**src/rtl/irq_controller8_pkg.sv**
```systemverilog
`default_nettype none
// ============================================================================
// Module  : irq_controller8_pkg
// Purpose : Shared constants and helpers for the 8-line interrupt controller.
// Rev     : 1.0
// ============================================================================
package irq_controller8_pkg;

    localparam int NUM_IRQ   = 8;
    localparam int IRQ_IDX_W = 3;

    localparam logic [1:0] ST_IDLE    = 2'd0;
    localparam logic [1:0] ST_REQ     = 2'd1;
    localparam logic [1:0] ST_SERVICE = 2'd2;

    function automatic logic [NUM_IRQ-1:0] onehot(input logic [IRQ_IDX_W-1:0] idx);
        logic [NUM_IRQ-1:0] v;
        v      = '0;
        v[idx] = 1'b1;
        return v;
    endfunction

endpackage
`default_nettype wire

```
**src/rtl/priority_encoder8.sv**
```systemverilog
`default_nettype none
// ============================================================================
// Module  : priority_encoder8
// Purpose : Combinational 8:3 priority encoder, highest set index wins.
// Rev     : 1.0
// ============================================================================
module priority_encoder8 (
    input  logic [7:0] in,
    output logic       valid,
    output logic [2:0] code
);

    always_comb begin
        code = 3'd0;
        for (int i = 0; i < 8; i++) begin
            if (in[i]) code = i[2:0];
        end
    end

    assign valid = |in;

endmodule
`default_nettype wire

```
**src/rtl/irq_controller8.sv**
```systemverilog
`default_nettype none
// ============================================================================
// Module  : irq_controller8
// Purpose : Captures, masks and arbitrates eight interrupt lines with req/ack
//           presentation and single in-service tracking until eoi.
// Rev     : 1.0
// ============================================================================
module irq_controller8
    import irq_controller8_pkg::*;
#(
    parameter bit                 EDGE_MODE = 1'b1,
    parameter logic [NUM_IRQ-1:0] MASK_RST  = 8'hFF
) (
    input  logic                 clk,
    input  logic                 rst,
    input  logic [NUM_IRQ-1:0]   irq_in,
    input  logic                 mask_we,
    input  logic [NUM_IRQ-1:0]   mask_wdata,
    input  logic                 irq_ack,
    input  logic                 eoi,
    output logic                 irq_req,
    output logic [IRQ_IDX_W-1:0] irq_vec,
    output logic [NUM_IRQ-1:0]   pending,
    output logic [NUM_IRQ-1:0]   in_service,
    output logic [NUM_IRQ-1:0]   mask
);

    logic [1:0]           r_state;
    logic [1:0]           w_state_next;
    logic [NUM_IRQ-1:0]   r_irq_prev;
    logic [NUM_IRQ-1:0]   r_pending;
    logic [NUM_IRQ-1:0]   r_mask;
    logic [NUM_IRQ-1:0]   r_in_service;
    logic [IRQ_IDX_W-1:0] r_irq_vec;
    logic [NUM_IRQ-1:0]   w_set;
    logic [NUM_IRQ-1:0]   w_clr;
    logic [NUM_IRQ-1:0]   w_active;
    logic                 w_enc_valid;
    logic [IRQ_IDX_W-1:0] w_enc_code;
    logic                 w_accept;

    assign w_set    = EDGE_MODE ? (irq_in & ~r_irq_prev) : irq_in;
    assign w_accept = (r_state == ST_REQ) && irq_ack;
    assign w_clr    = w_accept ? onehot(r_irq_vec) : '0;
    assign w_active = r_pending & r_mask;

    priority_encoder8 u_prienc (
        .in    (w_active),
        .valid (w_enc_valid),
        .code  (w_enc_code)
    );

    // A new event on the bit being acknowledged survives: set is OR-ed last.
    always_ff @(posedge clk or posedge rst) begin
        if (rst) begin
            r_irq_prev <= '0;
            r_pending  <= '0;
            r_mask     <= MASK_RST;
        end else begin
            r_irq_prev <= irq_in;
            r_pending  <= (r_pending & ~w_clr) | w_set;
            if (mask_we) r_mask <= mask_wdata;
        end
    end

    always_ff @(posedge clk or posedge rst) begin
        if (rst) begin
            r_state <= ST_IDLE;
        end else begin
            r_state <= w_state_next;
        end
    end

    always_comb begin
        w_state_next = r_state;
        case (r_state)
            ST_IDLE:    if (w_enc_valid) w_state_next = ST_REQ;
            ST_REQ:     if (irq_ack)     w_state_next = ST_SERVICE;
            ST_SERVICE: if (eoi)         w_state_next = ST_IDLE;
            default:                     w_state_next = ST_IDLE;
        endcase
    end

    // Vector is frozen once presented; no preemption while in REQ.
    always_ff @(posedge clk or posedge rst) begin
        if (rst) begin
            r_irq_vec    <= '0;
            r_in_service <= '0;
        end else begin
            if (r_state == ST_IDLE && w_enc_valid) r_irq_vec <= w_enc_code;
            if (w_accept) begin
                r_in_service <= onehot(r_irq_vec);
            end else if (r_state == ST_SERVICE && eoi) begin
                r_in_service <= '0;
            end
        end
    end

    always_comb begin
        irq_req = (r_state == ST_REQ);
    end

    assign irq_vec    = r_irq_vec;
    assign pending    = r_pending;
    assign in_service = r_in_service;
    assign mask       = r_mask;

endmodule
`default_nettype wire

```
**config.mk**
```make
export PLATFORM = sky130hd
export DESIGN_NAME = irq_controller8
export DESIGN_NICKNAME = d
export VERILOG_FILES = /design/src/rtl/irq_controller8_pkg.sv /design/src/rtl/priority_encoder8.sv /design/src/rtl/irq_controller8.sv
export SDC_FILE = /design/constraint.sdc
export NUM_CORES = 1
export LEC_CHECK = 0
export CORE_MARGIN = 5
export CORE_UTILIZATION = 30
export CTS_CLUSTER_DIAMETER = 150
export CTS_CLUSTER_SIZE = 40
export DETAILED_ROUTE_END_ITERATION = 8
export SYNTH_ARGS = -nofsm -noshare
export SYNTH_HDL_FRONTEND = slang
export SYNTH_SLANG_ARGS = --single-unit
```
**constraint.sdc**
```tcl
create_clock -name clk -period 1.6 [get_ports clk]
set_input_delay 0.4 -clock clk [delete_from_list [all_inputs] [get_ports clk]]
set_output_delay 0.4 -clock clk [all_outputs]
set_load 0.01 [all_outputs]
```
# Word level (Yosys, flattened, before mapping)
# Index checks and enable logic that the tools add are counted.
op_classes:
  n_addsub: 0
  n_mul: 0
  div: 0
  magnitude_cmp: 2
  eq_ne: 5
  shifts: 0
  n_mux: 16
  bitwise: 6
  reduce_logical: 8
ops:
  columns: ["op", "count"]
  rows:
  - ["$and A8 B8 Y8", 3]
  - ["$mux W8", 3]
  - ["$not A8 Y8", 2]
  - ["$mux W3", 4]
  - ["$mux W2", 5]
  - ["$or A8 B8 Y8", 1]
  - ["$reduce_or A8 Y1", 1]
  - ["$ne A2 B2 Y1 const B", 3]
  - ["$pmux W2 S3", 1]
  - ["$logic_and A1 B1 Y1", 4]
  - ["$lt A3 B4 Y1 const B", 1]
  - ["$demux W1 S3", 1]
  - ["$ge A3 B1 Y1 const B", 1]
  - ["$reduce_and A3 Y1", 1]
  - ["$eq A2 B1 Y1 const B", 1]
  - ["$eq A2 B2 Y1 const B", 1]
  - ["$logic_not A2 Y1", 1]
  - ["$mux W1", 2]
  - ["$reduce_bool A2 Y1", 1]
totals:
  register_bits: 37
  latchBits: 0
  mem_bits_rw: 0
  rom_bits: 0
  in_bits: 21
  output_inout_bits: 28
  wordCells: 43
  memories: 0

# Logic depth before layout (Yosys ltp)
logic_depth:
  word_depth: 8
  ltp_mapped: 4
  ltp_nobuf: 4

# Modules after synthesis
# A second synthesis with hierarchy kept.
unflattened:
  cells_unflattened: 119
  area_unflattened_um2: 1530.2
by_module_without_submodules:
  columns: ["module", "n_inst", "cells_per_inst", "area_each_um2", "seq_area_each_um2"]
  rows:
  - ["irq_controller8", 1, 107, 1463.9, 935.9]
  - ["priority_encoder8", 1, 12, 66.3, 0.0]

# Least setup slack after synthesis
# Ideal clock, no wire load.
synth_path:
  path_type: "flip-flop to flip-flop"
  from: "register r_pending[4] (netlist: pending[4])"
  to: "register r_irq_vec[0] (netlist: irq_vec[0])"
  setup_time_ns: 0.125
  arrival_time_ns: 1.494
  path_slack_ns: -0.019
  path_stages_with_launch: 5
  n_path_buf: 0
  synth_period_minus_slack_ns: 1.619
  path_cell_list: "dfrtp_1 > a22o_1 > a221o_2 > o21ai_4 > mux2_4"
synth_between:
  elab_chain_cells: 5
  word_cells_on_any_way: 7
synth_lines:
  columns: ["item", "line_no", "source"]
  rows:
  - ["from (decl)", "irq_controller8.sv:31", "logic [NUM_IRQ-1:0] r_pending;"]
  - ["from (signal assigned)", "irq_controller8.sv:61", "r_pending <= (r_pending & ~w_clr) | w_set;"]
  - ["$and A8 B8 Y8 *", "irq_controller8.sv:45", "assign w_active = r_pending & r_mask;"]
  - ["$mux W3 (4 in series)", "priority_encoder8.sv:16", "if (in[i]) code = i[2:0];"]
  - ["to (signal assigned)", "irq_controller8.sv:90", "if (r_state == ST_IDLE && w_enc_valid) r_irq_vec <= w_enc_code;"]
  - ["to (decl)", "irq_controller8.sv:34", "logic [IRQ_IDX_W-1:0] r_irq_vec;"]
# Every way passes the cells marked *; elsewhere a longest branch is shown, timed or not.
# A chain may end at the register's enable or synchronous reset.

# Worst setup path in the final report
layout_path:
  from: "register r_pending[5] (netlist: pending[5])"
  to: "register r_irq_vec[0] (netlist: irq_vec[0])"
layout_between:
  elab_chain_cells: 4
  word_cells_on_any_way: 6
layout_lines:
  columns: ["item", "line_no"]
  rows:
  - ["$and A8 B8 Y8 *", "irq_controller8.sv:45"]
  - ["$mux W3 (3 in series)", "priority_encoder8.sv:16"]
# Marked as above.

==> key figures <==
Power and ir drop
  – Pwr/cell area: 1550 mW/mm^2
  – Leakage dissipation: 1.09 nW
  – Peak supply drop: 0.000561 V

Place
  – Worst slack after detailed placement: -275 ps
  – Estimated wirelength of the detail-placed design: 2680 um
  – Placed instance count: 242
  – GP Congestion: 0.802
  – Placed instance area: 0.00209 sq mm
  – Count of input and output buffers: between 40 and 50

Hold path
  – Type of the most critical hold path: flip-flop to flip-flop

Cells and area
  – Ratio of cells with drive above 1 in the final layout: 0.249
  – Number of nets at the end of the flow: 209
  – Filler Cells Inserted: 444
  – Sequential cell area: 937 sq um
  – Area used by multi-input combinational logic: 480 sq um
  – Fin area: 0.00226 sq mm
  – Growth of design area from synthesis to finish: 55.7%
  – Count of antenna diodes in the layout: 0
  – Number of non-filler instances in the completed layout: 256

STA
  – Slew margin rel.: 0.743
  – Tightest Pin Transition: 384 ps
  – Number of failing hold endpoints at the final stage: 0
  – Worst hold slack after final layout: ~420 ps
  – Unrepaired setup endpoints after global routing: false
  – Final period demand of the worst path: 1570 ps
  – Achievable Freq: roughly 640 MHz
  – Post-route clock skew: 9.38 ps
  – Final-report setup violation count: 0
  – Fraction of the cycle the final worst path needs: 0.983
  – Worst Slack Setup Final: ~27 ps
  – Pins Over Slew Limit: 0

Setup path
  – WP data required: 1780 ps
  – Data arrival, critical path: 1750 ps
  – Top fanout value on the critical path: 4
  – Kind of critical path: flip-flop to flip-flop
  – Launching element type of the critical path: flip-flop
  – Critical Path Sink Type: flip-flop

CTS
  – Number of buffers on the longest clock path: 2
  – CTS tree: yes
  – Later-pin clock latency in the skew report: 290 ps
  – CTS root buffer: sky130_fd_sc_hd__clkbuf_8
  – Clock sink count: 37
  – Number of buffers inserted for hold repair after clock tree synthesis: 0
  – Number of CTS-inserted buffers: 5
  – Deepest level of the CTS H-tree: 2
  – Clock Pin Slew Worst Setup and Hold Paths: 80 ps

Outcome
  – Outcome: complete, no violations

Synth
  – Count leader, synth: sky130_fd_sc_hd__dfrtp_1
  – Number of synthesized flops with an enable pin: 0
  – Number of distinct library cells after synthesis: 24
  – Synthesized Nets: 140
  – Post-synthesis instance total: ~120
  – Post-Synthesis Cell Area: 0.00145 sq mm
  – Yosys reg bits: 37
  – Seq/Total Area, Yosys: 0.645
  – Cell taking the most area after synthesis: sky130_fd_sc_hd__dfrtp_1
  – Synth Warn #: 0
  – Async SR Flop Fraction: 1.00
  – Synthesized area per cell: 12.2 sq um
  – Leading post-synthesis cells by instance count: 29 x sky130_fd_sc_hd__dfrtp_1, 19 x sky130_fd_sc_hd__nand2_1, 14 x sky130_fd_sc_hd__o21ai_0, 10 x sky130_fd_sc_hd__inv_1
  – Most area-consuming cells after synthesis: sky130_fd_sc_hd__dfrtp_1 50%, sky130_fd_sc_hd__dfstp_2 14%, sky130_fd_sc_hd__mux2_2 6.2%, sky130_fd_sc_hd__nand2_1 4.9%, sky130_fd_sc_hd__o21ai_0 4.8%
  – Area fraction of the dominant cell type after synthesis: 0.500
  – Top flip-flop cell by instance count after synthesis: sky130_fd_sc_hd__dfrtp_1

Die
  – Horizontal die dimension: 79.6 um
  – Core outline area: approximately 0.0047 sq mm
  – Die span in y: 79.6 um
  – Overall die area: 0.00633 sq mm
  – Num ports: 49
  – Initial Util: 0.307
  – Total number of placement rows: 25

Global route
  – Via count of the first global-routing pass: 1,211
  – Largest net degree at the start of global routing: 38
  – Overall fraction of global-route tracks in use: 0.123
  – Initial antenna violation count: 0
  – Wire length of the first global-routing pass: around 6000 um
  – Total gr overflow: 0

Routing
  – Residual DRC: 0
  – DRT iter0 DRCs: 55
  – Via count: 1,162
  – Final antenna-violating net count: 0
  – Routed Wire Length: 3590 um
  – Wire length per cell: 14.0 um
  – First-pass detailed-route iteration total: 4
  – Vias/cell: about 4.5

Flow run
  – Number of violations of the max-capacitance limit: 0
[worst paths after layout]
check | to | slack, ps | start | cells after the start
setup / recovery | irq_vec[0] | 30 | pending[5] | 4
hold / removal | pending[7] | 420 | r_irq_prev[7] | 1
setup reg to reg | irq_vec[0] | 30 | pending[5] | 4
hold reg to reg | pending[7] | 420 | r_irq_prev[7] | 1
max in group asynchronous | mask[7] | 890 | rst | 3
min in group asynchronous | in_service[7] | 450 | rst | 3
[metal layers]
layer | up-vias | track usage | share of wire
met3 | 4 | 0.0350 | 0.057
met2 | 33 | 0.203 | 0.50
li1 | 560 | - | -
met4 | 0 | 0.0515 | 0.010
met5 | - | 0 | 0
met1 | 565 | 0.150 | 0.44
[placed cells by master (no fill, tap or decap), types with 2 or more instances in the layout]
cell type                         instances
sky130_fd_sc_hd__nand2b_1                 2
sky130_fd_sc_hd__o21ai_0                 14
sky130_fd_sc_hd__dfstp_2                  8
sky130_fd_sc_hd__o31ai_1                  3
sky130_fd_sc_hd__clkbuf_8                 6
sky130_fd_sc_hd__a22oi_1                  2
sky130_fd_sc_hd__dlymetal6s2s_1           8
sky130_fd_sc_hd__a22o_1                   2
sky130_fd_sc_hd__or3_1                    2
sky130_fd_sc_hd__mux2_2                   8
sky130_fd_sc_hd__a32o_1                   2
sky130_fd_sc_hd__nand2_1                 19
sky130_fd_sc_hd__inv_1                   10
sky130_fd_sc_hd__mux2_4                   2
sky130_fd_sc_hd__dfrtp_1                 28
sky130_fd_sc_hd__a221o_2                  2
sky130_fd_sc_hd__clkdlybuf4s50_1         20
sky130_fd_sc_hd__dlygate4sd2_1           20
sky130_fd_sc_hd__nand3_1                  2
sky130_fd_sc_hd__buf_4                   14
sky130_fd_sc_hd__nor2_1                   4
[worst max-delay path, cell delays in order, from the launching register on]
cell                      delay [ps]
sky130_fd_sc_hd__dfrtp_1         400
sky130_fd_sc_hd__buf_4           160
sky130_fd_sc_hd__a221o_2         420
sky130_fd_sc_hd__o21ai_4         180
sky130_fd_sc_hd__mux2_4          310
[layout make-up]
class                      instances  area share
clock buffer                       6      0.0365
clock inverter                     2      0.0166
inverter                          10      0.0166
multi-input combinational         71       0.213
sequential                        37       0.415
tap                               67      0.0371
timing repair buffer              63       0.266
[through the flow]
stage / power [mW] / util / setup TNS [ps]
2_1_floorplan: 1.95 / - / 0
3_3_place_gp: 2.71 / 0.443 / -2570
3_5_place_dp: 2.73 / 0.443 / -2920
4_1_cts: 3.54 / 0.471 / 0
5_1_grt: 3.73 / 0.478 / 0
6_report: 3.50 / 0.478 / 0
[power by group]
group	total, mW	leakage [nW]	switching [mW]	internal, mW
Clock	0.836	0.0574	0.329	0.507
Sequential	1.34	0.416	0.157	1.18
Combinational	1.33	0.620	0.631	0.695
[flip-flops by register name (all words and copies together), names as in the netlist]
register,flops
r_irq_prev,8
irq_vec,3
r_state,2
pending,8
in_service,8
mask,8
[repair_timing]
action,in CTS,in global routing
pin swaps,0,1
setup buffers,5,1
setup endpoints to repair,21,16
gates resized for setup,21,9
[cell families (layout without fill, tap and decap cells)]
family / after synthesis / in the layout / synth area share
AO/OA/AOI/OAI: 30 / 30 / 0.149
AND/OR/NAND/NOR: 31 / 31 / 0.0948
flip-flops: 37 / 37 / 0.645
multiplexers: 10 / 10 / 0.0828
buffers and inverters: 11 / 81 / 0.0284
Power figures use the tool's default switching activity.
